**config.mk**
```make
export PLATFORM = sky130hd
export DESIGN_NAME = display_timings_prog_flat
export DESIGN_NICKNAME = d
export VERILOG_FILES = /design/src/rtl/display_timings_pkg.sv /design/src/rtl/display_timings_prog_if.sv /design/src/rtl/display_timings_bounds.sv /design/src/rtl/display_timings_prog.sv /design/src/flat_wrapper.sv
export SDC_FILE = /design/constraint.sdc
export NUM_CORES = 1
export LEC_CHECK = 0
export BUFFER_PORTS_ARGS = -buffer_cell sky130_fd_sc_hd__buf_2
export CORE_MARGIN = 2
export CORE_UTILIZATION = 60
export CTS_BUF_LIST = sky130_fd_sc_hd__clkbuf_16
export CTS_CLUSTER_DIAMETER = 60
export CTS_CLUSTER_SIZE = 40
export DETAILED_ROUTE_END_ITERATION = 10
export GPL_ROUTABILITY_DRIVEN = 0
export PLACE_DENSITY = 0.81
export SLEW_MARGIN = 40
export SYNTH_ARGS = -nofsm -noshare
export SYNTH_HDL_FRONTEND = slang
export SYNTH_SLANG_ARGS = --single-unit
```
**constraint.sdc**
```tcl
create_clock -name clk_pix -period 7.1 [get_ports clk_pix]
set_input_delay 1.775 -clock clk_pix [delete_from_list [all_inputs] [get_ports clk_pix]]
set_output_delay 1.775 -clock clk_pix [all_outputs]
set_load 0.01 [all_outputs]
```
**src/rtl/display_timings_pkg.sv**
```systemverilog
// Shared timing-set type and the two standard video modes.
package display_timings_pkg;

    typedef struct packed {
        logic [15:0] h_res;
        logic [15:0] h_fp;
        logic [15:0] h_sync;
        logic [15:0] h_bp;
        logic [15:0] v_res;
        logic [15:0] v_fp;
        logic [15:0] v_sync;
        logic [15:0] v_bp;
        logic        h_pol;
        logic        v_pol;
    } timing_cfg_t;

    localparam timing_cfg_t TIMING_640X480 = '{
        h_res: 16'd640, h_fp: 16'd16, h_sync: 16'd96, h_bp: 16'd48,
        v_res: 16'd480, v_fp: 16'd10, v_sync: 16'd2,  v_bp: 16'd33,
        h_pol: 1'b0,    v_pol: 1'b0
    };

    localparam timing_cfg_t TIMING_1280X720 = '{
        h_res: 16'd1280, h_fp: 16'd110, h_sync: 16'd40, h_bp: 16'd220,
        v_res: 16'd720,  v_fp: 16'd5,   v_sync: 16'd5,  v_bp: 16'd20,
        h_pol: 1'b1,     v_pol: 1'b1
    };

    // Total blanking length of one axis (front porch + sync + back porch).
    function automatic int blank(input logic [15:0] fp, input logic [15:0] sync,
                                 input logic [15:0] bp);
        return int'(fp) + int'(sync) + int'(bp);
    endfunction

endpackage

```
**src/rtl/display_timings_prog_if.sv**
```systemverilog
// Valid/ready channel carrying a new timing set into the generator.
interface display_timings_prog_if;
    import display_timings_pkg::*;

    logic        cfg_valid;
    timing_cfg_t cfg;
    logic        cfg_ready;

    modport master (output cfg_valid, output cfg, input  cfg_ready);
    modport slave  (input  cfg_valid, input  cfg, output cfg_ready);
endinterface

```
**src/rtl/display_timings_bounds.sv**
```systemverilog
// Holds the derived boundaries of the pending and active timing sets so the
// counter compares against registers instead of adder outputs.
module display_timings_bounds
    import display_timings_pkg::*;
#(
    parameter int          CORDW   = 16,
    parameter timing_cfg_t DEF_CFG = TIMING_640X480
) (
    input  logic                    clk,
    input  logic                    rst_n,
    input  logic                    load,
    input  timing_cfg_t             cfg,
    input  logic                    apply,
    output logic signed [CORDW-1:0] h_sta,
    output logic signed [CORDW-1:0] hs_sta,
    output logic signed [CORDW-1:0] hs_end,
    output logic signed [CORDW-1:0] ha_end,
    output logic signed [CORDW-1:0] v_sta,
    output logic signed [CORDW-1:0] vs_sta,
    output logic signed [CORDW-1:0] vs_end,
    output logic signed [CORDW-1:0] va_end,
    output logic                    h_pol,
    output logic                    v_pol,
    output logic signed [CORDW-1:0] nxt_h_sta,
    output logic signed [CORDW-1:0] nxt_v_sta
);

    typedef struct packed {
        logic signed [CORDW-1:0] h_sta;
        logic signed [CORDW-1:0] hs_sta;
        logic signed [CORDW-1:0] hs_end;
        logic signed [CORDW-1:0] ha_end;
        logic signed [CORDW-1:0] v_sta;
        logic signed [CORDW-1:0] vs_sta;
        logic signed [CORDW-1:0] vs_end;
        logic signed [CORDW-1:0] va_end;
        logic                    h_pol;
        logic                    v_pol;
    } bnd_t;

    function automatic bnd_t derive(input timing_cfg_t c);
        bnd_t b;
        int   hs;
        int   vs;
        hs       = -blank(c.h_fp, c.h_sync, c.h_bp);
        vs       = -blank(c.v_fp, c.v_sync, c.v_bp);
        b.h_sta  = CORDW'(hs);
        b.hs_sta = CORDW'(hs + int'(c.h_fp));
        b.hs_end = CORDW'(hs + int'(c.h_fp) + int'(c.h_sync));
        b.ha_end = CORDW'(int'(c.h_res) - 1);
        b.v_sta  = CORDW'(vs);
        b.vs_sta = CORDW'(vs + int'(c.v_fp));
        b.vs_end = CORDW'(vs + int'(c.v_fp) + int'(c.v_sync));
        b.va_end = CORDW'(int'(c.v_res) - 1);
        b.h_pol  = c.h_pol;
        b.v_pol  = c.v_pol;
        return b;
    endfunction

    localparam bnd_t DEF_B = derive(DEF_CFG);

    bnd_t act;
    bnd_t pend;

    // The pending copy is qualified by the pending flag in the top, so it needs no reset.
    always_ff @(posedge clk) begin
        if (load) pend <= derive(cfg);
    end

    always_ff @(posedge clk or negedge rst_n) begin
        if (!rst_n)     act <= DEF_B;
        else if (apply) act <= pend;
    end

    assign h_sta     = act.h_sta;
    assign hs_sta    = act.hs_sta;
    assign hs_end    = act.hs_end;
    assign ha_end    = act.ha_end;
    assign v_sta     = act.v_sta;
    assign vs_sta    = act.vs_sta;
    assign vs_end    = act.vs_end;
    assign va_end    = act.va_end;
    assign h_pol     = act.h_pol;
    assign v_pol     = act.v_pol;
    assign nxt_h_sta = pend.h_sta;
    assign nxt_v_sta = pend.v_sta;

endmodule

```
**src/rtl/display_timings_prog.sv**
```systemverilog
// Programmable display timing generator: counts x/y over the active timing set
// and swaps in a newly offered set only at a frame boundary.
module display_timings_prog
    import display_timings_pkg::*;
#(
    parameter int          CORDW   = 16,
    parameter int          FCW     = 16,
    parameter timing_cfg_t DEF_CFG = TIMING_640X480
) (
    input  logic                    clk_pix,
    input  logic                    rst_n,
    display_timings_prog_if.slave   cfg_bus,
    input  logic signed [CORDW-1:0] irq_line,
    output logic                    hsync,
    output logic                    vsync,
    output logic                    de,
    output logic                    frame,
    output logic                    line,
    output logic                    line_irq,
    output logic signed [CORDW-1:0] sx,
    output logic signed [CORDW-1:0] sy,
    output logic [FCW-1:0]          frame_cnt
);

    localparam logic signed [CORDW-1:0] H_STA0 =
        CORDW'(-blank(DEF_CFG.h_fp, DEF_CFG.h_sync, DEF_CFG.h_bp));
    localparam logic signed [CORDW-1:0] V_STA0 =
        CORDW'(-blank(DEF_CFG.v_fp, DEF_CFG.v_sync, DEF_CFG.v_bp));
    localparam logic signed [CORDW-1:0] ONE = CORDW'(1);

    logic [1:0] rst_sr;
    logic       rst_i;

    // Assert asynchronously, release two clk_pix edges later.
    always_ff @(posedge clk_pix or negedge rst_n) begin
        if (!rst_n) rst_sr <= 2'b00;
        else        rst_sr <= {rst_sr[0], 1'b1};
    end
    assign rst_i = rst_sr[1];

    logic signed [CORDW-1:0] x, y;
    logic signed [CORDW-1:0] h_sta, hs_sta, hs_end, ha_end;
    logic signed [CORDW-1:0] v_sta, vs_sta, vs_end, va_end;
    logic signed [CORDW-1:0] nxt_h_sta, nxt_v_sta;
    logic                    h_pol, v_pol;
    logic                    pending, accept, apply;

    assign cfg_bus.cfg_ready = ~pending;
    assign accept            = cfg_bus.cfg_valid && !pending;
    assign apply             = pending && (x == ha_end) && (y == va_end);

    display_timings_bounds #(.CORDW(CORDW), .DEF_CFG(DEF_CFG)) u_bounds (
        .clk       (clk_pix),
        .rst_n     (rst_i),
        .load      (accept),
        .cfg       (cfg_bus.cfg),
        .apply     (apply),
        .h_sta     (h_sta),
        .hs_sta    (hs_sta),
        .hs_end    (hs_end),
        .ha_end    (ha_end),
        .v_sta     (v_sta),
        .vs_sta    (vs_sta),
        .vs_end    (vs_end),
        .va_end    (va_end),
        .h_pol     (h_pol),
        .v_pol     (v_pol),
        .nxt_h_sta (nxt_h_sta),
        .nxt_v_sta (nxt_v_sta)
    );

    always_ff @(posedge clk_pix or negedge rst_i) begin
        if (!rst_i) begin
            pending   <= 1'b0;
            x         <= H_STA0;
            y         <= V_STA0;
            sx        <= H_STA0;
            sy        <= V_STA0;
            hsync     <= ~DEF_CFG.h_pol;
            vsync     <= ~DEF_CFG.v_pol;
            de        <= 1'b0;
            frame     <= 1'b0;
            line      <= 1'b0;
            line_irq  <= 1'b0;
            frame_cnt <= '0;
        end else begin
            if (accept)     pending <= 1'b1;
            else if (apply) pending <= 1'b0;

            // On the apply cycle the wrap targets come from the pending set.
            if (x == ha_end) begin
                x <= apply ? nxt_h_sta : h_sta;
                if (y == va_end) y <= apply ? nxt_v_sta : v_sta;
                else             y <= y + ONE;
            end else begin
                x <= x + ONE;
            end

            sx        <= x;
            sy        <= y;
            hsync     <= (x > hs_sta && x <= hs_end) ? h_pol : ~h_pol;
            vsync     <= (y > vs_sta && y <= vs_end) ? v_pol : ~v_pol;
            de        <= (y >= 0) && (x >= 0);
            frame     <= (y == v_sta) && (x == h_sta);
            line      <= (y >= 0) && (x == h_sta);
            line_irq  <= (y >= 0) && (x == h_sta) && (y == irq_line);
            frame_cnt <= frame_cnt + FCW'(frame);
        end
    end

endmodule

```
**src/flat_wrapper.sv**
```systemverilog
// flat-port wrapper written by rule: the top's interface ports become plain ports
module display_timings_prog_flat import display_timings_pkg::*;
#(
    parameter int          CORDW   = 16,
    parameter int          FCW     = 16,
    parameter timing_cfg_t DEF_CFG = TIMING_640X480
)
  (clk_pix, rst_n, irq_line, hsync, vsync, de, frame, line, line_irq, sx, sy, frame_cnt, cfg_bus_cfg_valid, cfg_bus_cfg, cfg_bus_cfg_ready);
  display_timings_prog_if cfg_bus_i ();
  input  logic clk_pix;
  input  logic rst_n;
  input  logic signed [CORDW-1:0] irq_line;
  output logic hsync;
  output logic vsync;
  output logic de;
  output logic frame;
  output logic line;
  output logic line_irq;
  output logic signed [CORDW-1:0] sx;
  output logic signed [CORDW-1:0] sy;
  output logic [FCW-1:0] frame_cnt;
  input wire logic [$bits(cfg_bus_i.cfg_valid)-1:0] cfg_bus_cfg_valid;
  input wire logic [$bits(cfg_bus_i.cfg)-1:0] cfg_bus_cfg;
  output wire logic [$bits(cfg_bus_i.cfg_ready)-1:0] cfg_bus_cfg_ready;
  assign cfg_bus_i.cfg_valid = cfg_bus_cfg_valid;
  assign cfg_bus_i.cfg = cfg_bus_cfg;
  assign cfg_bus_cfg_ready = cfg_bus_i.cfg_ready;
  display_timings_prog #(.CORDW(CORDW), .FCW(FCW), .DEF_CFG(DEF_CFG)) u_core (.clk_pix(clk_pix), .rst_n(rst_n), .cfg_bus(cfg_bus_i), .irq_line(irq_line), .hsync(hsync), .vsync(vsync), .de(de), .frame(frame), .line(line), .line_irq(line_irq), .sx(sx), .sy(sy), .frame_cnt(frame_cnt));
endmodule
```
==> results.tsv <==
metric	value	unit
status	finished, final reports clean	
layout cells sized above 1	0.233	
Post-synth EDFFs	130	
post-synth top area share	0.191	
I/O Buffers	203	
crit start category	input port	
Unique masters post-synth	66	
leakage power	0.0105	uW
Clock Sink Count	349	
R2R setup slack	3.49	ns
Yosys reg bits	349	
largest net degree at the start of global routing	129	
post-DR vias/cell	5.72	
Place WS	-0.329	ns
Async S/R FF share, synth	0.628	
Mapped Area	20500	sq um
total CTS buffers	25	
fin nets	2454	
worst-skew pair later-pin latency	0.55	ns
prevailing post-synth register cell	dfstp_2	
highest-delay cell along the critical path	fa_1	
cell taking the most area after synthesis	edfxtp_1	
placed cell area	22100	sq um
post-route cell area	23000	sq um
Area contributors post-synth	edfxtp_1 19%, dfstp_2 18%, ha_1 12%	
Die Area	35600	sq um
DR pass1 iterations	5	
Core Area	33600	sq um
final wirelength	44800	microns
dpl hpwl	33700	microns
antenna violations before repair	0	
# DRC	0	
Antenna Cells	0	
first-pass GRT wire length	73400	microns
Post-CTS Setup Inserts	0	
most frequent cell on the critical path	ha_1	
Die H	189	microns
Tcrit/Tclk final	0.954	
Worst Path Arrival	7.08	ns
Filler cells	2454	
syn nets	2237	
Worst Tran Pin Value	0.829	ns
Root Driver	clkbuf_16	
initial drt markers	1046	
vias in the first global route	15100	
Resized cells post-CTS	0	
CP Max Fanout	3	
Die W	189	microns
routed len/inst	17.6	microns
TritonCTS clock tree	yes	
fin. max-slew vios	0	
final worst slack	0.324	ns
# rows	67	
clock skew	0.0222	ns
# H-tree levels	1	
Crit path largest cell delay	0.49	ns
Cells after Synth	1858	
Initial Util	0.609	
maximum root-to-sink buffer count	3	
synth warn	0	
hold crit path type	flop to asynchronous set/reset pin	
GRT overflow	0	
final hold violation count	0	
Post-DRT Antenna Nets	0	
max cap viols	0	
Setup-failing EPs final	0	
fin crit period	6.78	ns
Mapped Avg Cell Area	11.0	sq um
Seq/Total Area, Yosys	0.466	
Setup Crit Path Kind	input port to flop	
Cell Pwr Density	351	nW/um^2
Overall Global Routing Usage	0.254	
IO Count	204	
fmax	148	MHz
area grow syn2layout	12.2	%
required time of the critical path	7.40	ns
Slew headroom	0.440	
worst vdd ir	0.253	mV
Clock Pin Slew Worst Setup and Hold Paths	0.09	ns
routed via count	14500	
CP endpoint kind	flop	
CTS Hold Bufs	0	
smallest hold slack	0.227	ns
==> synthesized netlist by cell type (4+ instances only) <==
cell type / number
a21oi_1: 94
dfstp_2: 138
or2_2: 4
o31ai_1: 6
a21o_1: 29
nand4_1: 24
buf_6: 9
nand2b_1: 8
o21bai_1: 11
mux2_2: 48
inv_1: 190
and2_1: 5
nor3_1: 27
nor2_1: 105
o211ai_1: 8
fa_1: 34
edfxtp_1: 130
nand3_1: 30
ha_1: 196
o21ai_0: 53
buf_4: 11
nand2_1: 123
buf_2: 6
nand3b_1: 5
a31oi_1: 8
a311oi_1: 4
o21a_1: 22
o22a_1: 8
o41ai_1: 5
nor2b_1: 13
o21ai_1: 52
a211oi_1: 6
dfrtp_1: 81
xnor2_1: 104
and3_1: 19
clkbuf_1: 26
or3_1: 12
nor4_1: 26
xor2_1: 114
mux2_1: 23
==> kinds of logic (layout without fill, tap and decap cells) <==
family,count (synthesis),after routing,synth area share
and+or+nand+nor,410,410,0.0958
DFF,349,349,0.466
AOI/OAI and AO/OA,334,334,0.101
buffers and inverters,243,479,0.0502
adders and majority gates,230,230,0.153
xor gates and xnor gates,218,218,0.0932
muxes,73,73,0.0400
other,1,1,0.000183
==> worst paths after layout <==
kind / startpoint / to / cells after the start
max in group asynchronous: u_core.rst_sr[1] / u_core.u_bounds.hs_sta[11] / 2
max reg2reg: u_core.y[3] / u_core.y[5] / 11
min: u_core.rst_sr[1] / u_core.frame_cnt[0] / 0
min reg2reg: u_core.rst_sr[1] / u_core.frame_cnt[0] / 0
min in group clk_pix: u_core.rst_sr[0] / u_core.rst_sr[1] / 0
max: cfg_bus_cfg[68] / u_core.u_bounds.pend[97] / 26
==> per-layer routing <==
metal / global-route usage / vias up / wire [microns]
met2: 0.453 / 459 / 22700
met1: 0.321 / 7085 / 18100
li1: - / 6894 / -
met3: 0.0287 / 99 / 2530
met4: 0.0853 / 0 / 1470
met5: 0 / - / 0
==> power breakdown <==
group          internal [uW]  switching (uW)  total, uW
logic                   1720            2020       3740
clock network            767             747       1510
registers               2620             197       2820
total                   5110            2960       8070
==> sequential cells by signal, indices dropped and copies added (netlist names), 2 cells and up <==
| name | count |
|---|---|
| u_core.u_bounds.h_sta | 16 |
| u_core.u_bounds.ha_end | 16 |
| u_core.u_bounds.hs_end | 16 |
| u_core.u_bounds.nxt_h_sta | 16 |
| u_core.rst_sr | 2 |
| u_core.y | 16 |
| u_core.u_bounds.nxt_v_sta | 16 |
| u_core.u_bounds.pend | 98 |
| u_core.sx | 16 |
| u_core.frame_cnt | 16 |
| u_core.x | 16 |
| u_core.u_bounds.va_end | 16 |
| u_core.u_bounds.v_sta | 16 |
| u_core.u_bounds.hs_sta | 16 |
| u_core.sy | 16 |
| u_core.u_bounds.vs_sta | 16 |
| u_core.u_bounds.vs_end | 16 |
==> critical path: cells and delay by family <==
family	cells	cell delay, ns
AOI/OAI and AO/OA	11	2.07
adders and majority gates	5	1.56
and+or+nand+nor	3	0.91
xor gates and xnor gates	4	0.58
buffers and inverters	3	0.16
==> placed cells by master (no fill, tap or decap), types with 23 or more instances in the layout <==
cell type	Yosys	layout
dfrtp_1	81	80
fa_1	34	34
a21o_1	29	29
mux2_2	48	48
nand3_1	30	30
ha_1	196	196
mux2_1	23	23
a21oi_1	94	91
dfstp_2	138	138
nor2_1	105	105
nand2_1	123	123
xor2_1	114	114
clkbuf_16	0	26
nand4_1	24	24
nor4_1	26	26
inv_1	190	192
buf_2	6	203
o21ai_0	53	52
o21ai_1	52	53
edfxtp_1	130	130
xnor2_1	104	104
buf_4	11	35
nor3_1	27	27
==> stage by stage <==
stage	total power [uW]	setup TNS [ns]	cells	util
2_1_floorplan	5540	0	1858	-
3_3_place_gp	6320	-0.0713	2494	0.657
3_5_place_dp	6540	-0.478	2496	0.658
4_1_cts	8080	0	2542	0.684
5_1_grt	8620	-0.0125	2542	0.684
6_report	8070	0	2542	0.684
==> cell type report <==
cell class / instances / area [sq um] / area share
repair buffers: 242 / 1370 / 0.0597
clock buffers: 26 / 651 / 0.0283
clock inverters: 20 / 205 / 0.00892
inverters: 191 / 717 / 0.0312
well taps: 448 / 561 / 0.0244
flip-flops and latches: 349 / 9560 / 0.416
multi-input cells: 1266 / 9930 / 0.432
No activity file was read; power rests on OpenSTA's default activity.
